`src/rtl/spi_physical_master.sv`:
```
// Byte-level SPI master PHY: shifts one byte out on MOSI while capturing MISO,
// with all four CPOL/CPHA modes, bit-order select, clock divider and optional inter-byte gap.
module spi_physical_master (
    input  logic        clk,
    input  logic        rst,
    input  logic        ena,
    input  logic        msb_first,
    input  logic        delay_byte,
    input  logic [7:0]  n_delay_byte,
    input  logic        cpol,
    input  logic        cpha,
    input  logic [23:0] clk_div,
    output logic        new_byte,
    output logic        system_idle,
    input  logic [7:0]  data_in,
    output logic [7:0]  data_out,
    output logic        spi_clk,
    output logic        spi_mosi,
    input  logic        spi_miso,
    output logic        spi_cs_n
);
    localparam int unsigned CntW   = 32;
    localparam int unsigned EdgeW  = 5;
    localparam int unsigned NEdges = 16;

    typedef enum logic [2:0] {
        S_IDLE, S_LEAD, S_SHIFT, S_DONE, S_END, S_GAP
    } state_t;

    state_t            state_q;
    logic [CntW-1:0]   cnt_q;
    logic [EdgeW-1:0]  edge_q;
    logic [7:0]        tx_q;
    logic [7:0]        rx_q;
    logic [7:0]        data_out_q;
    logic              spi_clk_q;
    logic              cs_n_q;
    logic              mosi_q;
    logic              new_byte_q;
    logic              idle_q;

    logic [23:0]       half;
    logic [CntW-1:0]   gap_len;
    logic              half_done;
    logic              gap_done;
    logic              gap_en;
    logic              load;
    logic [EdgeW-1:0]  edge_d;
    logic              sample_edge;
    logic [7:0]        tx_shift_d;
    logic [7:0]        rx_shift_d;
    logic              tx_bit;
    logic              next_bit;
    logic              first_bit;

    // Timing: half SCLK period (never zero) and gap length in clk cycles
    assign half      = (clk_div[23:1] == 23'd0) ? 24'd1 : {1'b0, clk_div[23:1]};
    assign gap_len   = CntW'(n_delay_byte) * CntW'(clk_div);
    assign half_done = (cnt_q == CntW'(half - 24'd1));
    assign gap_done  = ((cnt_q + CntW'(1)) >= gap_len);
    assign gap_en    = delay_byte && (n_delay_byte != 8'd0);

    // Edge bookkeeping: odd edges are leading; sampling edge depends on cpha
    assign edge_d      = edge_q + EdgeW'(1);
    assign sample_edge = edge_d[0] ^ cpha;

    assign tx_shift_d = msb_first ? {tx_q[6:0], 1'b0} : {1'b0, tx_q[7:1]};
    assign rx_shift_d = msb_first ? {rx_q[6:0], spi_miso} : {spi_miso, rx_q[7:1]};
    assign tx_bit     = msb_first ? tx_q[7] : tx_q[0];
    assign next_bit   = msb_first ? tx_q[6] : tx_q[1];
    assign first_bit  = msb_first ? data_in[7] : data_in[0];

    // A new byte is taken from IDLE, from END in a continuous frame, or at the end of a gap
    assign load = ena && ((state_q == S_IDLE) ||
                          ((state_q == S_END) && !gap_en) ||
                          ((state_q == S_GAP) && gap_done));

    always_ff @(posedge clk) begin
        if (rst) begin
            state_q    <= S_IDLE;
            cnt_q      <= '0;
            edge_q     <= '0;
            tx_q       <= '0;
            rx_q       <= '0;
            data_out_q <= '0;
            spi_clk_q  <= cpol;
            cs_n_q     <= 1'b1;
            mosi_q     <= 1'b0;
            new_byte_q <= 1'b0;
            idle_q     <= 1'b1;
        end else begin
            new_byte_q <= 1'b0;
            case (state_q)
                S_IDLE: begin
                    spi_clk_q <= cpol;
                    mosi_q    <= 1'b0;
                    cs_n_q    <= 1'b1;
                    idle_q    <= 1'b1;
                end
                S_LEAD, S_SHIFT: begin
                    if (!half_done) begin
                        cnt_q <= cnt_q + CntW'(1);
                    end else begin
                        cnt_q <= '0;
                        if (edge_q == EdgeW'(NEdges)) begin
                            state_q    <= S_DONE;
                            new_byte_q <= 1'b1;
                            data_out_q <= rx_q;
                        end else begin
                            state_q   <= S_SHIFT;
                            edge_q    <= edge_d;
                            spi_clk_q <= ~spi_clk_q;
                            if (sample_edge) begin
                                rx_q <= rx_shift_d;
                            end else if (cpha || (edge_d != EdgeW'(NEdges))) begin
                                mosi_q <= cpha ? tx_bit : next_bit;
                                tx_q   <= tx_shift_d;
                            end
                        end
                    end
                end
                S_DONE: begin
                    state_q <= S_END;
                end
                S_END: begin
                    if (!ena) begin
                        state_q <= S_IDLE;
                        cs_n_q  <= 1'b1;
                        idle_q  <= 1'b1;
                        mosi_q  <= 1'b0;
                    end else if (gap_en) begin
                        state_q   <= S_GAP;
                        cs_n_q    <= 1'b1;
                        mosi_q    <= 1'b0;
                        spi_clk_q <= cpol;
                        cnt_q     <= '0;
                    end
                end
                S_GAP: begin
                    spi_clk_q <= cpol;
                    mosi_q    <= 1'b0;
                    cs_n_q    <= 1'b1;
                    if (!gap_done) begin
                        cnt_q <= cnt_q + CntW'(1);
                    end else if (!ena) begin
                        state_q <= S_IDLE;
                        idle_q  <= 1'b1;
                    end
                end
                default: begin
                    state_q <= S_IDLE;
                end
            endcase

            if (load) begin
                state_q <= S_LEAD;
                tx_q    <= data_in;
                mosi_q  <= cpha ? 1'b0 : first_bit;
                cnt_q   <= '0;
                edge_q  <= '0;
                cs_n_q  <= 1'b0;
                idle_q  <= 1'b0;
            end
        end
    end

    assign new_byte    = new_byte_q;
    assign system_idle = idle_q;
    assign data_out    = data_out_q;
    assign spi_clk     = spi_clk_q;
    assign spi_mosi    = mosi_q;
    assign spi_cs_n    = cs_n_q;

endmodule

```
`config.mk`:
```
export PLATFORM = sky130hd
export DESIGN_NAME = spi_physical_master
export DESIGN_NICKNAME = d
export VERILOG_FILES = /design/src/rtl/spi_physical_master.sv
export SDC_FILE = /design/constraint.sdc
export NUM_CORES = 1
export LEC_CHECK = 0
export CAP_MARGIN = 20
export CELL_PAD_IN_SITES_DETAIL_PLACEMENT = 1
export CELL_PAD_IN_SITES_GLOBAL_PLACEMENT = 2
export CORE_MARGIN = 1
export CORE_UTILIZATION = 35
export DETAILED_ROUTE_END_ITERATION = 10
export PLACE_DENSITY_LB_ADDON = 0.1
export SKIP_CTS_REPAIR_TIMING = 1
export SLEW_MARGIN = 15
export SYNTH_ARGS = -nofsm -noshare
export SYNTH_HDL_FRONTEND = slang
export SYNTH_SLANG_ARGS = --single-unit
```
`constraint.sdc`:
```
create_clock -name clk -period 7.8 [get_ports clk]
set_input_delay 1.17 -clock clk [delete_from_list [all_inputs] [get_ports clk]]
set_output_delay 1.17 -clock clk [all_outputs]
set_load 0.01 [all_outputs]
```
==> results of run 1 <==
## final timing paths
| check | startpoint | endpoint | depth (start not counted) |
|---|---|---|---|
| worst max-delay path | n_delay_byte[4] | cnt_q[31] | 33 |
| worst max register to register | cnt_q[0] | cnt_q[31] | 19 |
| worst min-delay path | data_out[5] | data_out[5] | 2 |
| worst min register to register | data_out[5] | data_out[5] | 2 |
## cells in the final DEF, fill, tap and decap left out, types with 14 or more instances in the layout
cell	instances
buf_4	152
inv_1	150
and2_1	135
fa_1	122
nand2_1	114
xnor2_1	87
nor2_1	73
ha_1	73
dfxtp_1	68
a21oi_1	55
nor3_1	51
clkdlybuf4s50_1	32
mux2i_1	27
nand3_1	22
xor2_1	21
o21ai_0	20
inv_2	20
a21o_1	18
and2_4	17
dlymetal6s2s_1	17
nand4_1	16
ha_4	15
clkbuf_16	14
## per-stage QoR
step                      TNS (ps)  instances  cell area [um2]   util
final                            0       2050            15100  0.460
after global routing         -3420       2049            15100  0.460
after CTS                   -37400       2026            14100  0.429
after detailed placement    -52970       2010            13800  0.421
after global placement      -46300       2010            13800  0.421
after floorplan                  0       1433            11700      -
## layout make-up
class                      count  area, um2  area share
multi-input combinational   1112      10000       0.663
timing repair buffer         239       2230       0.148
sequential                    69       1390      0.0923
inverter                     171        642      0.0426
tap                          442        553      0.0367
clock buffer                  11        233      0.0154
clock inverter                 5       27.5     0.00183
antenna                        1       2.50    0.000166
## synthesized netlist by cell type (3+ instances only)
cell type / n / area (um2)
inv_1: 170 / 638
and2_1: 152 / 951
fa_1: 132 / 2640
nand2_1: 117 / 439
ha_1: 89 / 1110
nor2_1: 88 / 330
xnor2_1: 88 / 771
a21oi_1: 71 / 355
dfxtp_1: 68 / 1360
clkbuf_1: 65 / 244
nor3_1: 52 / 260
o21ai_0: 35 / 175
mux2i_1: 27 / 270
nand3_1: 23 / 115
xor2_1: 21 / 184
a21o_1: 18 / 135
nand4_1: 16 / 100
a311oi_1: 11 / 96.3
nor4_1: 11 / 68.8
a211oi_1: 10 / 75.1
nor3b_1: 10 / 75.1
a31oi_1: 9 / 56.3
nand2b_1: 9 / 56.3
or3_1: 9 / 56.3
nor2b_1: 8 / 50.1
or4_1: 8 / 60.1
buf_2: 7 / 35.0
o211ai_1: 7 / 52.6
o22ai_1: 6 / 37.5
a2111oi_0: 5 / 43.8
and3_1: 5 / 31.3
and4_1: 5 / 43.8
o21a_1: 5 / 37.5
o21bai_1: 4 / 30.0
buf_1: 3 / 11.3
buf_4: 3 / 22.5
buf_6: 3 / 33.8
nand3b_1: 3 / 22.5
nand4b_1: 3 / 26.3
nor4b_1: 3 / 26.3
o31ai_1: 3 / 22.5
or2_2: 3 / 18.8
## layer usage
| layer | GRT usage | wire [um] |
|---|---|---|
| met2 | 0.390 | 18600 |
| met1 | 0.300 | 18500 |
| met3 | 0.0340 | 1140 |
| met5 | 0 | 17 |
| met4 | 0.0301 | 499 |
## power groups by stage
| stage | logic [mW] | clock network (mW) | registers (mW) |
|---|---|---|---|
| floorplan | 1.68 | 0 | 0.370 |
| global placement | 2.66 | 0 | 0.372 |
| detailed placement | 2.71 | 0 | 0.372 |
| CTS | 2.74 | 0.384 | 0.364 |
| global route | 3.64 | 0.402 | 0.365 |
| finish | 3.26 | 0.374 | 0.365 |
## cells by family after synthesis
logic type | count (synthesis) | synth area share
AND/OR/NAND/NOR | 543 | 0.254
adder cells (fa/ha/maj) | 221 | 0.320
AO/OA/AOI/OAI | 211 | 0.117
flip-flops | 69 | 0.119
XOR/XNOR | 109 | 0.0814
buffers and inverters | 252 | 0.0843
multiplexers | 28 | 0.0250
## critical path: cells and delay by family
kind | cells | cell delay (ps)
AND/OR/NAND/NOR | 7 | 930
AO/OA/AOI/OAI | 9 | 1680
adder cells (fa/ha/maj) | 6 | 2590
buffers and inverters | 10 | 1400
XOR/XNOR | 1 | 140
## registers in the layout, indices dropped and copies added (netlist names), 3 cells and up
signal / count
state_q: 3
tx_q: 8
rx_q: 8
edge_q: 5
data_out: 8
cnt_q: 32
==> impl_metrics.prom, run 1 <==
# TYPE chip_impl_metric gauge
chip_impl_info{name="status",value="finished clean"} 1
chip_impl_info{name="criticalPathCategory",value="in -> reg"} 1
chip_impl_metric{name="synth_enable_flop_cells",unit=""} 1
chip_impl_metric{name="timing.critical_path.arrival",unit="ps"} 7900
chip_impl_metric{name="grt_pass1_wl",unit="um"} 59900
chip_impl_metric{name="layout_worst_path_cycle_share",unit=""} 0.978
chip_impl_metric{name="slew-limit-headroom",unit=""} 0.449
chip_impl_metric{name="detail_route.wirelength",unit="um"} 38700
chip_impl_metric{name="clkSlewWorstSetupHoldPaths",unit="ps"} 60
chip_impl_metric{name="final-hold-violation-count",unit=""} 0
chip_impl_metric{name="power.share.combinational",unit=""} 0.815
chip_impl_info{name="worst_hold_path_type",value="reg -> reg"} 1
chip_impl_info{name="rsz0062_at_grt",value="yes"} 1
chip_impl_metric{name="placement.io_buffers",unit=""} 60
chip_impl_metric{name="worst-path-max-fanout",unit=""} 8
chip_impl_metric{name="synthToLayoutAreaGrowth",unit="%"} 28.5
chip_impl_metric{name="vdd_ir_drop_max",unit="mV"} 0.154
chip_impl_metric{name="timing.final.ws_setup",unit="ps"} 175
chip_impl_metric{name="async_flop_share",unit=""} 0
chip_impl_info{name="cts_tree",value="yes"} 1
chip_impl_metric{name="routed_len_inst",unit="um"} 18.9
chip_impl_metric{name="synth.avg_cell_area",unit="um2"} 8.19
chip_impl_metric{name="grt_overflow",unit=""} 0
chip_impl_metric{name="placeableCoreArea",unit="um2"} 32800
chip_impl_metric{name="post_synth_instance_area",unit="um2"} 11700
chip_impl_metric{name="cts_buffer_depth",unit=""} 2
chip_impl_info{name="critical_path.slowest_cell",value="fa_1"} 1
chip_impl_metric{name="final_max_slew_viol_count",unit=""} 0
chip_impl_metric{name="globalRouteTotalUtil",unit=""} 0.225
chip_impl_metric{name="rows",unit=""} 66
chip_impl_metric{name="warnings_synthesis",unit=""} 0
chip_impl_metric{name="cts_made_buffers",unit=""} 9
chip_impl_metric{name="place_worst_setup_slack",unit="ps"} -1120
chip_impl_info{name="cp-end-kind",value="flip-flop"} 1
chip_impl_metric{name="layout_min_cycle_time",unit="ps"} 7620
chip_impl_metric{name="power.switching_fraction",unit=""} 0.468
chip_impl_metric{name="drc_errors",unit=""} 0
chip_impl_metric{name="finish.net_count",unit=""} 1871
chip_impl_info{name="cts.root.buffer_cell",value="clkbuf_16"} 1
chip_impl_info{name="predominant_post_synthesis_flop_cell",value="dfxtp_1"} 1
chip_impl_metric{name="detailedPlacementHpwl",unit="um"} 29900
chip_impl_metric{name="synthesized_netlist_net_count",unit=""} 1702
chip_impl_metric{name="timing.max_cap.violations",unit=""} 0
chip_impl_metric{name="maximum_number_of_pins_on_one_net_before_global_route_repair",unit=""} 35
chip_impl_metric{name="fillerInstances",unit=""} 3832
chip_impl_metric{name="layout-drive-gt1-share",unit=""} 0.224
chip_impl_metric{name="die-width",unit="um"} 185
chip_impl_metric{name="max_freq",unit="GHz"} 0.131
chip_impl_metric{name="number_of_sinks_on_the_clock_net",unit=""} 69
chip_impl_metric{name="synth-seq-area-share",unit=""} 0.119
chip_impl_metric{name="place.gp.congestion",unit=""} 0.832
chip_impl_metric{name="drt-vias-per-instance",unit=""} 5.15
chip_impl_metric{name="power.share.clock",unit=""} 0.094
chip_impl_metric{name="clk_latency",unit="ps"} 340
chip_impl_metric{name="htreeDepth",unit=""} 3
chip_impl_metric{name="whs",unit="ps"} 493
chip_impl_metric{name="start_util",unit=""} 0.358
chip_impl_metric{name="postSynthRegisterBits",unit=""} 69
chip_impl_metric{name="worst_pin_slew",unit="ps"} 826
chip_impl_metric{name="cellPowerDensity",unit="nW/um2"} 265
chip_impl_metric{name="cp_slowest_stage_delay",unit="ps"} 560
chip_impl_metric{name="antenna_left",unit=""} 0
chip_impl_metric{name="synth_cell_type_count",unit=""} 82
chip_impl_metric{name="detailedRoute.firstPassIterationCount",unit=""} 4
chip_impl_metric{name="synth_cells",unit=""} 1433
chip_impl_metric{name="required",unit="ps"} 8080
chip_impl_metric{name="power.share.sequential",unit=""} 0.091
chip_impl_metric{name="first_global_vias",unit=""} 11200
chip_impl_metric{name="finClkSkew",unit="ps"} 8.56
chip_impl_metric{name="via_count",unit=""} 10600
chip_impl_metric{name="top_level_ports",unit=""} 61
chip_impl_metric{name="first_iter_violations",unit=""} 470
chip_impl_info{name="setup.worst_path.start_class",value="input pin"} 1
chip_impl_metric{name="finalSetupViolations",unit=""} 0
chip_impl_info{name="critPathMostFrequentCell",value="buf_4"} 1
chip_impl_metric{name="antenna_found_initial",unit=""} 2
chip_impl_metric{name="die_area",unit="um2"} 34300
chip_impl_metric{name="setup_slack_on_the_worst_flop_to_flop_path",unit="ps"} 2270
chip_impl_metric{name="die-height",unit="um"} 185
chip_impl_metric{name="cell_internal_pwr",unit="mW"} 2.13
chip_impl_metric{name="sw_pwr",unit="mW"} 1.87
chip_impl_metric{name="power",unit="mW"} 4.00
chip_impl_metric{name="leakage",unit="nW"} 6.60
No activity file was read; power rests on OpenSTA's default activity.
==> inputs of run 2 (changes only) <==
--- a/config.mk
+++ b/config.mk
@@ -9,9 +9,10 @@
 export CELL_PAD_IN_SITES_DETAIL_PLACEMENT = 1
 export CELL_PAD_IN_SITES_GLOBAL_PLACEMENT = 2
 export CORE_MARGIN = 1
-export CORE_UTILIZATION = 35
+export CORE_UTILIZATION = 37
 export DETAILED_ROUTE_END_ITERATION = 10
-export PLACE_DENSITY_LB_ADDON = 0.1
+export DONT_BUFFER_PORTS = 1
+export PLACE_DENSITY = 0.89
 export SKIP_CTS_REPAIR_TIMING = 1
 export SLEW_MARGIN = 15
 export SYNTH_ARGS = -nofsm -noshare
==> run 2 against run 1 <==
Compared with the run above:
- die area fell by 5.4%
- fmax grew 2.5%
- flip-flop and latch count unchanged
==> impl_metrics.prom, run 2 (synthesis results as in run 1) <==
# TYPE chip_impl_metric gauge
chip_impl_info{name="status",value="finished clean"} 1
chip_impl_metric{name="final-hold-violation-count",unit=""} 0
chip_impl_metric{name="finClkSkew",unit="ps"} 6.62
chip_impl_info{name="critical_path.slowest_cell",value="fa_1"} 1
chip_impl_info{name="cts.root.buffer_cell",value="clkbuf_16"} 1
chip_impl_metric{name="finish.net_count",unit=""} 1686
chip_impl_metric{name="finalSetupViolations",unit=""} 0
chip_impl_info{name="cts_tree",value="yes"} 1
chip_impl_metric{name="place_worst_setup_slack",unit="ps"} -548
chip_impl_metric{name="rows",unit=""} 64
chip_impl_metric{name="worst-path-max-fanout",unit=""} 20
chip_impl_metric{name="detail_route.wirelength",unit="um"} 34100
chip_impl_metric{name="grt_overflow",unit=""} 0
chip_impl_metric{name="layout_worst_path_cycle_share",unit=""} 0.954
chip_impl_metric{name="vdd_ir_drop_max",unit="mV"} 0.148
chip_impl_metric{name="final-seq-area",unit="um2"} 1390
chip_impl_metric{name="clk_latency",unit="ps"} 340
chip_impl_metric{name="routed_len_inst",unit="um"} 18.8
chip_impl_info{name="most_flops_register",value="cnt_q"} 1
chip_impl_metric{name="cellPowerDensity",unit="nW/um2"} 257
chip_impl_metric{name="drt-vias-per-instance",unit=""} 5.45
chip_impl_metric{name="slew-limit-headroom",unit=""} 0.440
chip_impl_metric{name="first_iter_violations",unit=""} 447
chip_impl_info{name="most_frequent_cells_in_the_layout",value="inv_1 (170), and2_1 (152), fa_1 (132)"} 1
chip_impl_metric{name="detailedPlacementHpwl",unit="um"} 26600
chip_impl_metric{name="timing.final.ws_setup",unit="ps"} 363
chip_impl_metric{name="final_instance_area",unit="um2"} 12700
chip_impl_metric{name="antenna-diode-count",unit=""} 0
chip_impl_metric{name="number_of_sinks_on_the_clock_net",unit=""} 69
chip_impl_metric{name="die_area",unit="um2"} 32400
chip_impl_metric{name="maximum_number_of_pins_on_one_net_before_global_route_repair",unit=""} 35
chip_impl_metric{name="globalRouteTotalUtil",unit=""} 0.219
chip_impl_metric{name="die-width",unit="um"} 180
chip_impl_metric{name="largest_reg_flops",unit=""} 32
chip_impl_metric{name="max_freq",unit="GHz"} 0.134
chip_impl_metric{name="multi_input_logic_area",unit="um2"} 9530
chip_impl_metric{name="timing.max_cap.violations",unit=""} 0
chip_impl_metric{name="start_util",unit=""} 0.379
chip_impl_metric{name="via_count",unit=""} 9900
chip_impl_metric{name="htreeDepth",unit=""} 3
chip_impl_info{name="mostFrequentLayoutCell",value="inv_1"} 1
chip_impl_metric{name="drc_errors",unit=""} 0
chip_impl_metric{name="antenna_found_initial",unit=""} 0
chip_impl_metric{name="synthToLayoutAreaGrowth",unit="%"} 8.57
chip_impl_metric{name="place.gp.congestion",unit=""} 0.841
chip_impl_metric{name="cts_made_buffers",unit=""} 9
chip_impl_metric{name="timing.critical_path.arrival",unit="ps"} 7660
chip_impl_metric{name="grt_pass1_wl",unit="um"} 57300
chip_impl_metric{name="placed_cell_area",unit="um2"} 12300
chip_impl_info{name="criticalPathCategory",value="in -> reg"} 1
chip_impl_metric{name="worstRegToRegCells",unit=""} 20
chip_impl_metric{name="fillerInstances",unit=""} 3722
chip_impl_info{name="worst_hold_path_type",value="reg -> reg"} 1
chip_impl_info{name="setup.worst_path.start_class",value="input pin"} 1
chip_impl_metric{name="cp_slowest_stage_delay",unit="ps"} 550
chip_impl_metric{name="required",unit="ps"} 8030
chip_impl_info{name="rsz0062_at_grt",value="no"} 1
chip_impl_metric{name="final_max_slew_viol_count",unit=""} 0
chip_impl_metric{name="layout_min_cycle_time",unit="ps"} 7440
chip_impl_metric{name="clkSlewWorstSetupHoldPaths",unit="ps"} 60
chip_impl_metric{name="placement.io_buffers",unit=""} 0
chip_impl_metric{name="final_util",unit=""} 0.412
chip_impl_metric{name="worst_pin_slew",unit="ps"} 834
chip_impl_metric{name="cts_buffer_depth",unit=""} 2
chip_impl_metric{name="leakage",unit="nW"} 5.49
chip_impl_metric{name="detailedRoute.firstPassIterationCount",unit=""} 4
chip_impl_info{name="cp-end-kind",value="flip-flop"} 1
chip_impl_metric{name="placeableCoreArea",unit="um2"} 30900
chip_impl_metric{name="die-height",unit="um"} 180
chip_impl_metric{name="first_global_vias",unit=""} 11100
chip_impl_metric{name="top_level_ports",unit=""} 61
chip_impl_metric{name="layout-drive-gt1-share",unit=""} 0.0886
chip_impl_metric{name="antenna_left",unit=""} 0
chip_impl_metric{name="min_delay_path_depth",unit=""} 2
## run 2: worst max-delay path, delay by kind of cell
kind            cells  cell delay, ps
xor+xnor            1             160
buf+inv             7             900
simple gates        4             540
fa+ha+maj           6            2620
compound gates     12            2220
## run 2: final cells by class
| class | count | area share |
|---|---|---|
| Clock buffer | 11 | 0.0183 |
| Clock inverter | 5 | 0.00206 |
| Inverter | 171 | 0.0504 |
| Multi-Input combinational cell | 1112 | 0.748 |
| Sequential cell | 69 | 0.109 |
| Tap cell | 396 | 0.0389 |
| Timing Repair Buffer | 54 | 0.0331 |
## run 2: through the flow
stage                     std cells  setup TNS [ps]  hold slack [ps]  power [mW]
after floorplan                1433               0              455        2.05
after global placement         1799           -8680              469        2.74
after detailed placement       1800          -21220              486        2.81
after CTS                      1816           -6760              495        3.21
after global routing           1818               0              525        3.65
final                          1818               0              492        3.27
## run 2: final timing paths
kind                            slack, ps  startpoint        end
worst max register to register       2030    cnt_q[0]   cnt_q[3]
worst min register to register        490   edge_q[4]  edge_q[4]
worst min-delay path                  490   edge_q[4]  edge_q[4]
worst max-delay path                  360  clk_div[1]   cnt_q[3]
## run 2: report_power, final
group / total, mW / switching [mW] / internal [mW]
registers: 0.366 / 0.00708 / 0.359
logic: 2.53 / 1.41 / 1.12
clock network: 0.370 / 0.157 / 0.213
## run 2: layer usage
layer | global-route usage | vias up | share of wire
li1 | - | 4705 | -
met1 | 0.269 | 5026 | 0.44
met2 | 0.399 | 136 | 0.51
met3 | 0.0384 | 33 | 0.038
met4 | 0.0485 | 0 | 0.017
met5 | 0 | - | 0
==> inputs of run 3 (changes only) <==
--- a/config.mk
+++ b/config.mk
@@ -12,6 +12,7 @@
 export CORE_UTILIZATION = 37
 export DETAILED_ROUTE_END_ITERATION = 10
 export DONT_BUFFER_PORTS = 1
+export MAX_ROUTING_LAYER = met4
 export PLACE_DENSITY = 0.89
 export SKIP_CTS_REPAIR_TIMING = 1
 export SLEW_MARGIN = 15
==> run 3 against run 2 <==
Compared with the run above:
- clock-buffer cell count is the same
- final cell count is essentially flat
- die area stayed put
- sequential power hardly changed
- worst hold slack barely moved
==> impl_metrics.prom, run 3 (synthesis results as in run 1) <==
# TYPE chip_impl_metric gauge
chip_impl_info{name="status",value="finished clean"} 1
chip_impl_metric{name="routed_len_inst",unit="um"} 18.8
chip_impl_metric{name="start_util",unit=""} 0.379
chip_impl_metric{name="drc_errors",unit=""} 0
chip_impl_metric{name="synthToLayoutAreaGrowth",unit="%"} 8.50
chip_impl_metric{name="timing.critical_path.arrival",unit="ps"} 7720
chip_impl_metric{name="htreeDepth",unit=""} 3
chip_impl_metric{name="detail_route.wirelength",unit="um"} 34100
chip_impl_metric{name="cp.buffers_inverters",unit=""} 5
chip_impl_metric{name="worst_pin_slew",unit="ps"} 847
chip_impl_info{name="critical_path.slowest_cell",value="fa_1"} 1
chip_impl_info{name="cts_tree",value="yes"} 1
chip_impl_metric{name="grt_pass1_wl",unit="um"} 57300
chip_impl_metric{name="place_worst_setup_slack",unit="ps"} -548
chip_impl_info{name="criticalPathCategory",value="in -> reg"} 1
chip_impl_metric{name="clk_latency",unit="ps"} 330
chip_impl_info{name="most_frequent_cells_in_the_layout",value="inv_1 (170), and2_1 (152), fa_1 (132)"} 1
chip_impl_info{name="critical_path.top_delay_family",value="adder cells"} 1
chip_impl_metric{name="drt-vias-per-instance",unit=""} 5.43
chip_impl_metric{name="first_iter_violations",unit=""} 460
chip_impl_info{name="crit-reg2reg-launch",value="cnt_q[0]"} 1
chip_impl_metric{name="vdd_ir_drop_max",unit="mV"} 0.148
chip_impl_metric{name="largest_reg_flops",unit=""} 32
chip_impl_metric{name="layout-drive-gt1-share",unit=""} 0.0880
chip_impl_metric{name="met1_length",unit="um"} 14900
chip_impl_metric{name="antenna-diode-count",unit=""} 0
chip_impl_metric{name="first_global_vias",unit=""} 11000
chip_impl_info{name="setup.worst_path.start_class",value="input pin"} 1
chip_impl_metric{name="multi_input_logic_area",unit="um2"} 9530
chip_impl_metric{name="route.met2.wl",unit="um"} 17300
chip_impl_metric{name="slew-limit-headroom",unit=""} 0.431
chip_impl_metric{name="finish.net_count",unit=""} 1685
chip_impl_metric{name="leakage",unit="nW"} 5.48
chip_impl_metric{name="layout_min_cycle_time",unit="ps"} 7440
chip_impl_metric{name="die-width",unit="um"} 180
chip_impl_metric{name="cts_buffer_depth",unit=""} 2
chip_impl_metric{name="max_freq",unit="GHz"} 0.134
chip_impl_metric{name="timing.final.ws_setup",unit="ps"} 355
chip_impl_metric{name="number_of_sinks_on_the_clock_net",unit=""} 69
chip_impl_metric{name="top_level_ports",unit=""} 61
chip_impl_metric{name="finClkSkew",unit="ps"} 6.81
chip_impl_metric{name="via_count",unit=""} 9875
chip_impl_info{name="cp-end-kind",value="flip-flop"} 1
chip_impl_metric{name="rows",unit=""} 64
chip_impl_metric{name="grt_overflow",unit=""} 0
chip_impl_metric{name="routed-wl-met3",unit="um"} 1400
chip_impl_metric{name="maximum_number_of_pins_on_one_net_before_global_route_repair",unit=""} 35
chip_impl_info{name="mostFrequentLayoutCell",value="inv_1"} 1
chip_impl_metric{name="clkSlewWorstSetupHoldPaths",unit="ps"} 60
chip_impl_info{name="critPathMostFrequentCell",value="fa_1"} 1
chip_impl_metric{name="final-hold-violation-count",unit=""} 0
chip_impl_info{name="most_flops_register",value="cnt_q"} 1
chip_impl_metric{name="placement.io_buffers",unit=""} 0
chip_impl_info{name="cts.root.buffer_cell",value="clkbuf_16"} 1
chip_impl_metric{name="setup_slack_on_the_worst_flop_to_flop_path",unit="ps"} 2040
chip_impl_metric{name="final-seq-area",unit="um2"} 1390
chip_impl_metric{name="placed_cells",unit=""} 1800
chip_impl_metric{name="detailedRoute.firstPassIterationCount",unit=""} 4
chip_impl_metric{name="place.gp.congestion",unit=""} 0.854
chip_impl_metric{name="globalRouteTotalUtil",unit=""} 0.226
chip_impl_metric{name="cts_made_buffers",unit=""} 9
chip_impl_metric{name="finalSetupViolations",unit=""} 0
chip_impl_metric{name="required",unit="ps"} 8070
chip_impl_metric{name="final_max_slew_viol_count",unit=""} 0
chip_impl_metric{name="timing.max_cap.violations",unit=""} 0
chip_impl_metric{name="die_area",unit="um2"} 32400
chip_impl_metric{name="cp_slowest_stage_delay",unit="ps"} 550
chip_impl_info{name="hold-path-endpoint",value="edge_q[4]"} 1
chip_impl_metric{name="cellPowerDensity",unit="nW/um2"} 257
chip_impl_metric{name="worst-path-max-fanout",unit=""} 31
chip_impl_info{name="r2r-end",value="cnt_q[3]"} 1
chip_impl_metric{name="antenna_found_initial",unit=""} 0
chip_impl_metric{name="placeableCoreArea",unit="um2"} 30900
chip_impl_info{name="hp-start",value="edge_q[4]"} 1
chip_impl_metric{name="antenna_left",unit=""} 0
chip_impl_metric{name="fin_cells",unit=""} 1817
chip_impl_metric{name="fillerInstances",unit=""} 3722
chip_impl_metric{name="worstRegToRegCells",unit=""} 20
chip_impl_metric{name="die-height",unit="um"} 180
chip_impl_metric{name="layout_worst_path_cycle_share",unit=""} 0.954
chip_impl_info{name="worst_hold_path_type",value="reg -> reg"} 1
chip_impl_metric{name="detailedPlacementHpwl",unit="um"} 26600
chip_impl_metric{name="min_delay_path_depth",unit=""} 2
chip_impl_info{name="route.top_layer_used",value="met4"} 1
-- run 3: area by class of cell --
class,instances,share of cell area
inverters,171,0.0504
clock inverters,5,0.00206
clock buffers,11,0.0183
flip-flops and latches,69,0.109
well taps,396,0.0389
multi-input cells,1112,0.748
repair buffers,53,0.0325
-- run 3: power breakdown --
group          switching, mW  total, mW  internal, mW  leakage, nW
sequential           0.00709      0.366         0.359        0.560
clock                  0.157      0.370         0.213        0.133
combinational           1.42       2.53          1.12         4.79
total                   1.58       3.27          1.69         5.48
-- run 3: worst reg2reg max path, cell delays in order, from the launching register on --
cell and delay (ps):
dfxtp_1 610, ha_1 280, nand3_1 200, nor4_1 550
clkdlybuf4s15_2 360, nor4b_1 570, nand4_1 290, nor2_1 430
nand3_1 180, xnor2_1 170, ha_1 320, a21o_1 160
a21oi_1 310, nor3b_2 100, a21oi_2 140, buf_4 150
a21oi_4 80, buf_4 240, nor3_1 280, xnor2_1 160
nor2_1 60
-- run 3: how the worst max path moves through the flow --
stage	start	endpoint	cells after the start
after global placement	clk_div[1]	cnt_q[11]	30
after floorplan	clk_div[4]	cnt_q[17]	28
after detailed placement	clk_div[1]	cnt_q[3]	30
after global routing	clk_div[7]	cnt_q[10]	27
after CTS	clk_div[1]	cnt_q[7]	30
final	clk_div[1]	cnt_q[3]	27
-- run 3: metrics by stage --
step	util	setup TNS [ps]	instance area [um2]	total power [mW]	hold WS, ps
after floorplan	-	0	11700	2.05	455
after global placement	0.397	-8680	12300	2.74	469
after detailed placement	0.398	-21220	12300	2.81	486
after CTS	0.406	-6760	12600	3.21	495
after global routing	0.412	-539	12700	3.65	525
final	0.412	0	12700	3.27	492
-- run 3: per-layer routing --
layer,global-route usage,vias to the layer above
li1,-,4708
met1,0.269,4988
met2,0.399,147
met3,0.0384,32
met4,0.0485,0
met5,-,-
